<file path="src/rtl/num_disp_pkg.sv">
// Shared types and constants for the binary-to-BCD display path.
// Holds the converter FSM state enum, the BCD nine digit and a count-width helper.
package num_disp_pkg;

    typedef enum logic [1:0] {
        IDLE,
        SHIFT,
        FINISH
    } state_t;

    localparam logic [3:0] BCD_NINE = 4'h9;

    function automatic int cnt_width(input int bits);
        return $clog2(bits + 1);
    endfunction

endpackage

</file>
<file path="src/rtl/num_to_bcd_if.sv">
// Handshake bundle between the number-maker stage and the BCD converter.
// master: drives START/NUM, observes results; slave: the converter.
interface num_to_bcd_if #(
    parameter int BITS   = 16,
    parameter int DIGITS = 6
);

    logic                        START;
    logic [BITS-1:0]             NUM;
    logic [4*(DIGITS-1)-1:0]     BCD;
    logic                        NEG;
    logic                        OVF;
    logic                        BUSY;
    logic                        DONE;

    modport master (
        output START, NUM,
        input  BCD, NEG, OVF, BUSY, DONE
    );

    modport slave (
        input  START, NUM,
        output BCD, NEG, OVF, BUSY, DONE
    );

endinterface

</file>
<file path="src/rtl/bcd_digit_adj.sv">
// Double-dabble digit correction: adds 3 to a BCD digit that is >= 5.
// Ports: digit (current 4-bit digit), adjusted (corrected digit).
module bcd_digit_adj (
    input  logic [3:0] digit,
    output logic [3:0] adjusted
);

    always_comb begin
        adjusted = digit;
        if (digit >= 4'd5) begin
            adjusted = digit + 4'd3;
        end
    end

endmodule

</file>
<file path="src/rtl/num_to_bcd.sv">
// Sequential two's-complement to sign + packed BCD converter (double dabble).
// Ports: CLK, RST (sync, active high), bus (slave: START/NUM in, BCD/NEG/OVF/BUSY/DONE out).
module num_to_bcd
    import num_disp_pkg::*;
#(
    parameter int BITS   = 16,
    parameter int DIGITS = 6
) (
    input  logic       CLK,
    input  logic       RST,
    num_to_bcd_if.slave bus
);

    localparam int ND = DIGITS - 1;
    localparam int DW = 4 * ND;
    localparam int CW = cnt_width(BITS);
    localparam logic [CW-1:0] LAST = CW'(BITS - 1);

    state_t state;
    state_t state_nxt;

    logic            sign_q;
    logic            nz_q;
    logic            sticky_q;
    logic [BITS-1:0] mag_q;
    logic [DW-1:0]   dig_q;
    logic [CW-1:0]   cnt_q;

    logic [DW-1:0]   bcd_q;
    logic            neg_q;
    logic            ovf_q;
    logic            done_q;

    logic [DW-1:0]      dig_adj;
    logic [DW+BITS:0]   shifted;
    logic [BITS-1:0]    mag_in;
    logic [DW-1:0]      nines;

    for (genvar g = 0; g < ND; g++) begin : g_adj
        bcd_digit_adj u_adj (
            .digit    (dig_q[4*g +: 4]),
            .adjusted (dig_adj[4*g +: 4])
        );
    end

    // Top bit is the bit leaving the most significant digit.
    assign shifted = {dig_adj, mag_q, 1'b0};

    // -2^(BITS-1) negates to itself, which is the correct unsigned magnitude.
    assign mag_in = bus.NUM[BITS-1] ? (~bus.NUM + BITS'(1)) : bus.NUM;

    assign nines = {ND{BCD_NINE}};

    always_comb begin
        state_nxt = state;
        unique case (state)
            IDLE: begin
                if (bus.START) begin
                    state_nxt = SHIFT;
                end
            end
            SHIFT: begin
                if (cnt_q == LAST) begin
                    state_nxt = FINISH;
                end
            end
            FINISH: begin
                state_nxt = IDLE;
            end
            default: begin
                state_nxt = IDLE;
            end
        endcase
    end

    always_ff @(posedge CLK) begin
        if (RST) begin
            state    <= IDLE;
            sign_q   <= 1'b0;
            nz_q     <= 1'b0;
            sticky_q <= 1'b0;
            mag_q    <= '0;
            dig_q    <= '0;
            cnt_q    <= '0;
            bcd_q    <= '0;
            neg_q    <= 1'b0;
            ovf_q    <= 1'b0;
            done_q   <= 1'b0;
        end else begin
            state  <= state_nxt;
            done_q <= 1'b0;
            unique case (state)
                IDLE: begin
                    if (bus.START) begin
                        sign_q   <= bus.NUM[BITS-1];
                        nz_q     <= |bus.NUM;
                        mag_q    <= mag_in;
                        dig_q    <= '0;
                        sticky_q <= 1'b0;
                        cnt_q    <= '0;
                    end
                end
                SHIFT: begin
                    dig_q    <= shifted[DW+BITS-1:BITS];
                    mag_q    <= shifted[BITS-1:0];
                    sticky_q <= sticky_q | shifted[DW+BITS];
                    cnt_q    <= cnt_q + CW'(1);
                end
                FINISH: begin
                    bcd_q  <= sticky_q ? nines : dig_q;
                    neg_q  <= sign_q & nz_q;
                    ovf_q  <= sticky_q;
                    done_q <= 1'b1;
                end
                default: begin
                end
            endcase
        end
    end

    assign bus.BCD  = bcd_q;
    assign bus.NEG  = neg_q;
    assign bus.OVF  = ovf_q;
    assign bus.DONE = done_q;
    assign bus.BUSY = (state != IDLE);

endmodule

</file>
<file path="src/flat_wrapper.sv">
// flat-port wrapper written by rule: the top's interface ports become plain ports
module num_to_bcd_flat import num_disp_pkg::*;
#(
    parameter int BITS   = 16,
    parameter int DIGITS = 6
)
  (CLK, RST, bus_START, bus_NUM, bus_BCD, bus_NEG, bus_OVF, bus_BUSY, bus_DONE);
  num_to_bcd_if #(.BITS(BITS), .DIGITS(DIGITS)) bus_i ();
  input  logic CLK;
  input  logic RST;
  input wire logic [$bits(bus_i.START)-1:0] bus_START;
  input wire logic [$bits(bus_i.NUM)-1:0] bus_NUM;
  output wire logic [$bits(bus_i.BCD)-1:0] bus_BCD;
  output wire logic [$bits(bus_i.NEG)-1:0] bus_NEG;
  output wire logic [$bits(bus_i.OVF)-1:0] bus_OVF;
  output wire logic [$bits(bus_i.BUSY)-1:0] bus_BUSY;
  output wire logic [$bits(bus_i.DONE)-1:0] bus_DONE;
  assign bus_i.START = bus_START;
  assign bus_i.NUM = bus_NUM;
  assign bus_BCD = bus_i.BCD;
  assign bus_NEG = bus_i.NEG;
  assign bus_OVF = bus_i.OVF;
  assign bus_BUSY = bus_i.BUSY;
  assign bus_DONE = bus_i.DONE;
  num_to_bcd #(.BITS(BITS), .DIGITS(DIGITS)) u_core (.CLK(CLK), .RST(RST), .bus(bus_i));
endmodule
</file>
<file path="config.mk">
export PLATFORM = sky130hd
export DESIGN_NAME = num_to_bcd_flat
export DESIGN_NICKNAME = d
export VERILOG_FILES = /design/src/rtl/num_disp_pkg.sv /design/src/rtl/num_to_bcd_if.sv /design/src/rtl/bcd_digit_adj.sv /design/src/rtl/num_to_bcd.sv /design/src/flat_wrapper.sv
export SDC_FILE = /design/constraint.sdc
export NUM_CORES = 1
export LEC_CHECK = 0
export CORE_MARGIN = 2
export CORE_UTILIZATION = 60
export DETAILED_ROUTE_END_ITERATION = 8
export DONT_BUFFER_PORTS = 1
export GPL_TIMING_DRIVEN = 1
export HOLD_SLACK_MARGIN = 0.12
export PLACE_DENSITY = 0.76
export SLEW_MARGIN = 20
export SYNTH_ARGS = -nofsm -noshare
export SYNTH_HDL_FRONTEND = slang
export SYNTH_SLANG_ARGS = --single-unit
</file>
<file path="constraint.sdc">
create_clock -name CLK -period 1.7 [get_ports CLK]
set_input_delay 0.255 -clock CLK [delete_from_list [all_inputs] [get_ports CLK]]
set_output_delay 0.255 -clock CLK [all_outputs]
set_load 0.005 [all_outputs]
</file>
==> summary.md <==
| Metric | Value |
|---|---|
| Status | finished clean |
| Register area share after synthesis | 41.24% |
| Clock Sinks | 69 |
| Part of the power in registers | 53.1% |
| Fmax achieved | 0.6411 GHz |
| CP startpoint kind | flip-flop |
| Tmin final | 1560 ps |
| CTS tree | yes |
| Num CTS Buffers | 9 |
| DR iter-0 viols | 110 |
| Netlist cell types | 47 |
| Vias in the first global route | 2,748 |
| Synthesized cell area | 3349 sq um |
| Most common cell after layout, fill and taps aside | dfxtp_1 |
| Clock root cell | clkbuf_8 |
| Final cell count without fillers | 471 |
| Largest net degree at the start of global routing | 59 |
| Layout cells sized above 1 | 9.524% |
| Chip Width | 78.72 microns |
| Die ar. | 6196 sq um |
| Crit Path Class | flip-flop to flip-flop |
| Placeable core area | 5439 sq um |
| IO Count | 43 |
| Initial antenna violation count | 0 |
| Vias post-DR | 2,773 |
| Worst-margin pin slew | 717.0 ps |
| Worst Path Max Fanout | 8 |
| Initial Util | 61.58% |
| Fill cells | 482 |
| Synth Net Count | 425 |
| # setup viols final | 0 |
| Vias per cell | 5.887 |
| Clock power share | 38.4% |
| # DRC | 0 |
| FF+latch count, synth | 69 |
| Slew HR | 52.14% |
| Row cnt | 27 |
| Worst VDD drop | 0.4892 mV |
| Worst Clk Skew | 6.300 ps |
| Fin Setup TNS | 0 ps |
| Worst Hold Slack | 131.4 ps |
| Final period utilization | 91.75% |
| Routed WL | 7.217 mm |
| Most frequent cells in the layout | dfxtp_1, a21oi_1, nor3_1, nand2_1, nor2_1 |
| Fin. Hold Viols | 0 |
| Clock latency on the worst-skew pair | 330 ps |
| Share of the synthesized area in the top cell type | 41.24% |
| Clock buffer depth | 2 |
| Global-route wire length before repair | 12.50 mm |
| Pleak | 1.354 nW |
| Nets | 427 |
| Hold/Removal Path Class | primary input to flip-flop |
| Final Wtd Congestion | 0.8717 |
| Top area cells in the synthesized netlist | dfxtp_1, a21oi_1, ha_1, nor3_1, xor2_1 |
| Antenna viol nets, final | 0 |
| Post-CTS Setup Inserts | 0 |
| Crit path required time | 1900 ps |
| Switching share of power | 23.87% |
| Max_cap viols | 0 |
| CP Capture Type | flip-flop |
| # placed instances | 446 |
| Diode count | 0 |
| GRT overflow | 0 |
| DIE HEIGHT | 78.72 microns |
| Unrepaired setup endpoints after global routing | false |
| Pwr dens | 853.4 nW/um^2 |
| Logic pwr share | 8.5% |
| Core Util, Final | 68.12% |
| Internal | 2.407 mW |
| GRT Overall Usage | 25.45% |
| Slew Viols, Final | 0 |
| Port bufs | 0 |
| Clk slew on worst S/H paths | 70 ps |
| Biggest area consumer among synthesized cells | dfxtp_1 |
| Drt first pass iters | 4 |
| Synthesized area per cell | 8.523 sq um |
| Yosys Warn Count | 0 |
| DP HPWL | 4.647 mm |
| Per-cell routed wire length | 15.32 microns |
| Cells after Synth | 393 |
| H-tree lvl count | 3 |
| Critical Path AT | 1760 ps |
| Finished Cell Area | 3705 sq um |
| Area growth syn-to-layout | 10.61% |
| DP Area | 3408 sq um |
| P_sw | 0.7548 mW |
-- per-layer routing --
layer,part of all wire [%],track usage [%]
met3,4.2,4.886
met4,1.8,10.53
met5,0,0
met1,44,29.69
met2,50,45.56
-- Yosys cell counts, drive strengths merged --
| master | n |
|---|---|
| mux2i | 6 |
| o31ai | 2 |
| or2 | 2 |
| buf | 7 |
| or3 | 12 |
| a21boi | 1 |
| a31oi | 2 |
| dfxtp | 69 |
| o21a | 1 |
| inv | 13 |
| nand2b | 9 |
| nor3b | 1 |
| or4 | 3 |
| a22oi | 10 |
| o21ai | 15 |
| nand3b | 6 |
| xnor2 | 7 |
| a22o | 10 |
| nor4 | 1 |
| nand4 | 2 |
| ha | 13 |
| o41ai | 5 |
| and3b | 1 |
| a211oi | 1 |
| o22ai | 8 |
| nor3 | 31 |
| nor2 | 27 |
| nand3 | 11 |
| o21bai | 1 |
| nor2b | 2 |
| nand2 | 28 |
| or3b | 2 |
| xor2 | 13 |
| a21oi | 39 |
| and2 | 1 |
| clkbuf | 23 |
| mux2 | 1 |
| or4b | 1 |
| a221oi | 2 |
| and3 | 4 |
-- cells by family after synthesis --
kind of cell	count (synthesis)	share of synthesized area (%)
AND/OR/NAND/NOR	144	22.30
AO/OA/AOI/OAI	97	19.39
flip-flops	69	41.24
buffers and inverters	43	4.856
XOR/XNOR	20	5.230
adder cells (fa/ha/maj)	13	4.856
multiplexers	7	2.129
-- worst max-delay path, stage by stage (launching register included) --
cell and delay [ps]:
dfxtp_1 360, or3b_1 550, nor4_1 390, a211oi_1 130
-- per-stage QoR --
stage          power [mW]  worst slack (ps)
2_1_floorplan       1.901             85.48
3_3_place_gp        1.929            -6.857
3_5_place_dp        1.936            -67.42
4_1_cts             3.188             67.64
5_1_grt             3.294             1.137
6_report            3.162             140.2
-- sequential cells by signal, summed over array words and instances, names as in the netlist, 2 cells and up --
signal and flops:
u_core.state 2, u_core.bus.BCD 20, u_core.mag_q 16, u_core.cnt_q 5, u_core.dig_q 20
-- path summary, 6_finish.rpt --
path,from,to,slack (ps),depth (start not counted)
setup / recovery,u_core.state[0],u_core.nz_q,140,3
setup reg to reg,u_core.state[0],u_core.nz_q,140,3
hold / removal,bus_NUM[11],u_core.mag_q[11],130,2
hold reg to reg,u_core.sign_q,u_core.sign_q,460,2
-- layout make-up --
type,count,area [sq um],share of cell area [%]
Inverter,13,48.80,1.317
Clock buffer,14,172.7,4.661
Tap cell,72,90.09,2.432
Timing Repair Buffer,21,192.7,5.201
Clock inverter,1,5.005,0.1351
Sequential cell,69,1381,37.28
Multi-Input combinational cell,281,1814,48.97
-- power by group through the flow --
stage	sequential [mW]	clock, mW	combinational (mW)
after detailed placement	1.71	0	0.222
after CTS	1.68	1.24	0.266
after global placement	1.71	0	0.217
after global routing	1.68	1.32	0.298
after floorplan	1.71	0	0.195
final	1.68	1.21	0.269
-- repair_timing --
action	in CTS	in global routing
gates resized for setup	0	2
setup endpoints to repair	0	10
hold endpoints to repair	58	0
hold buffers	10	0
Note: power is estimated with default switching activity, not from simulation.
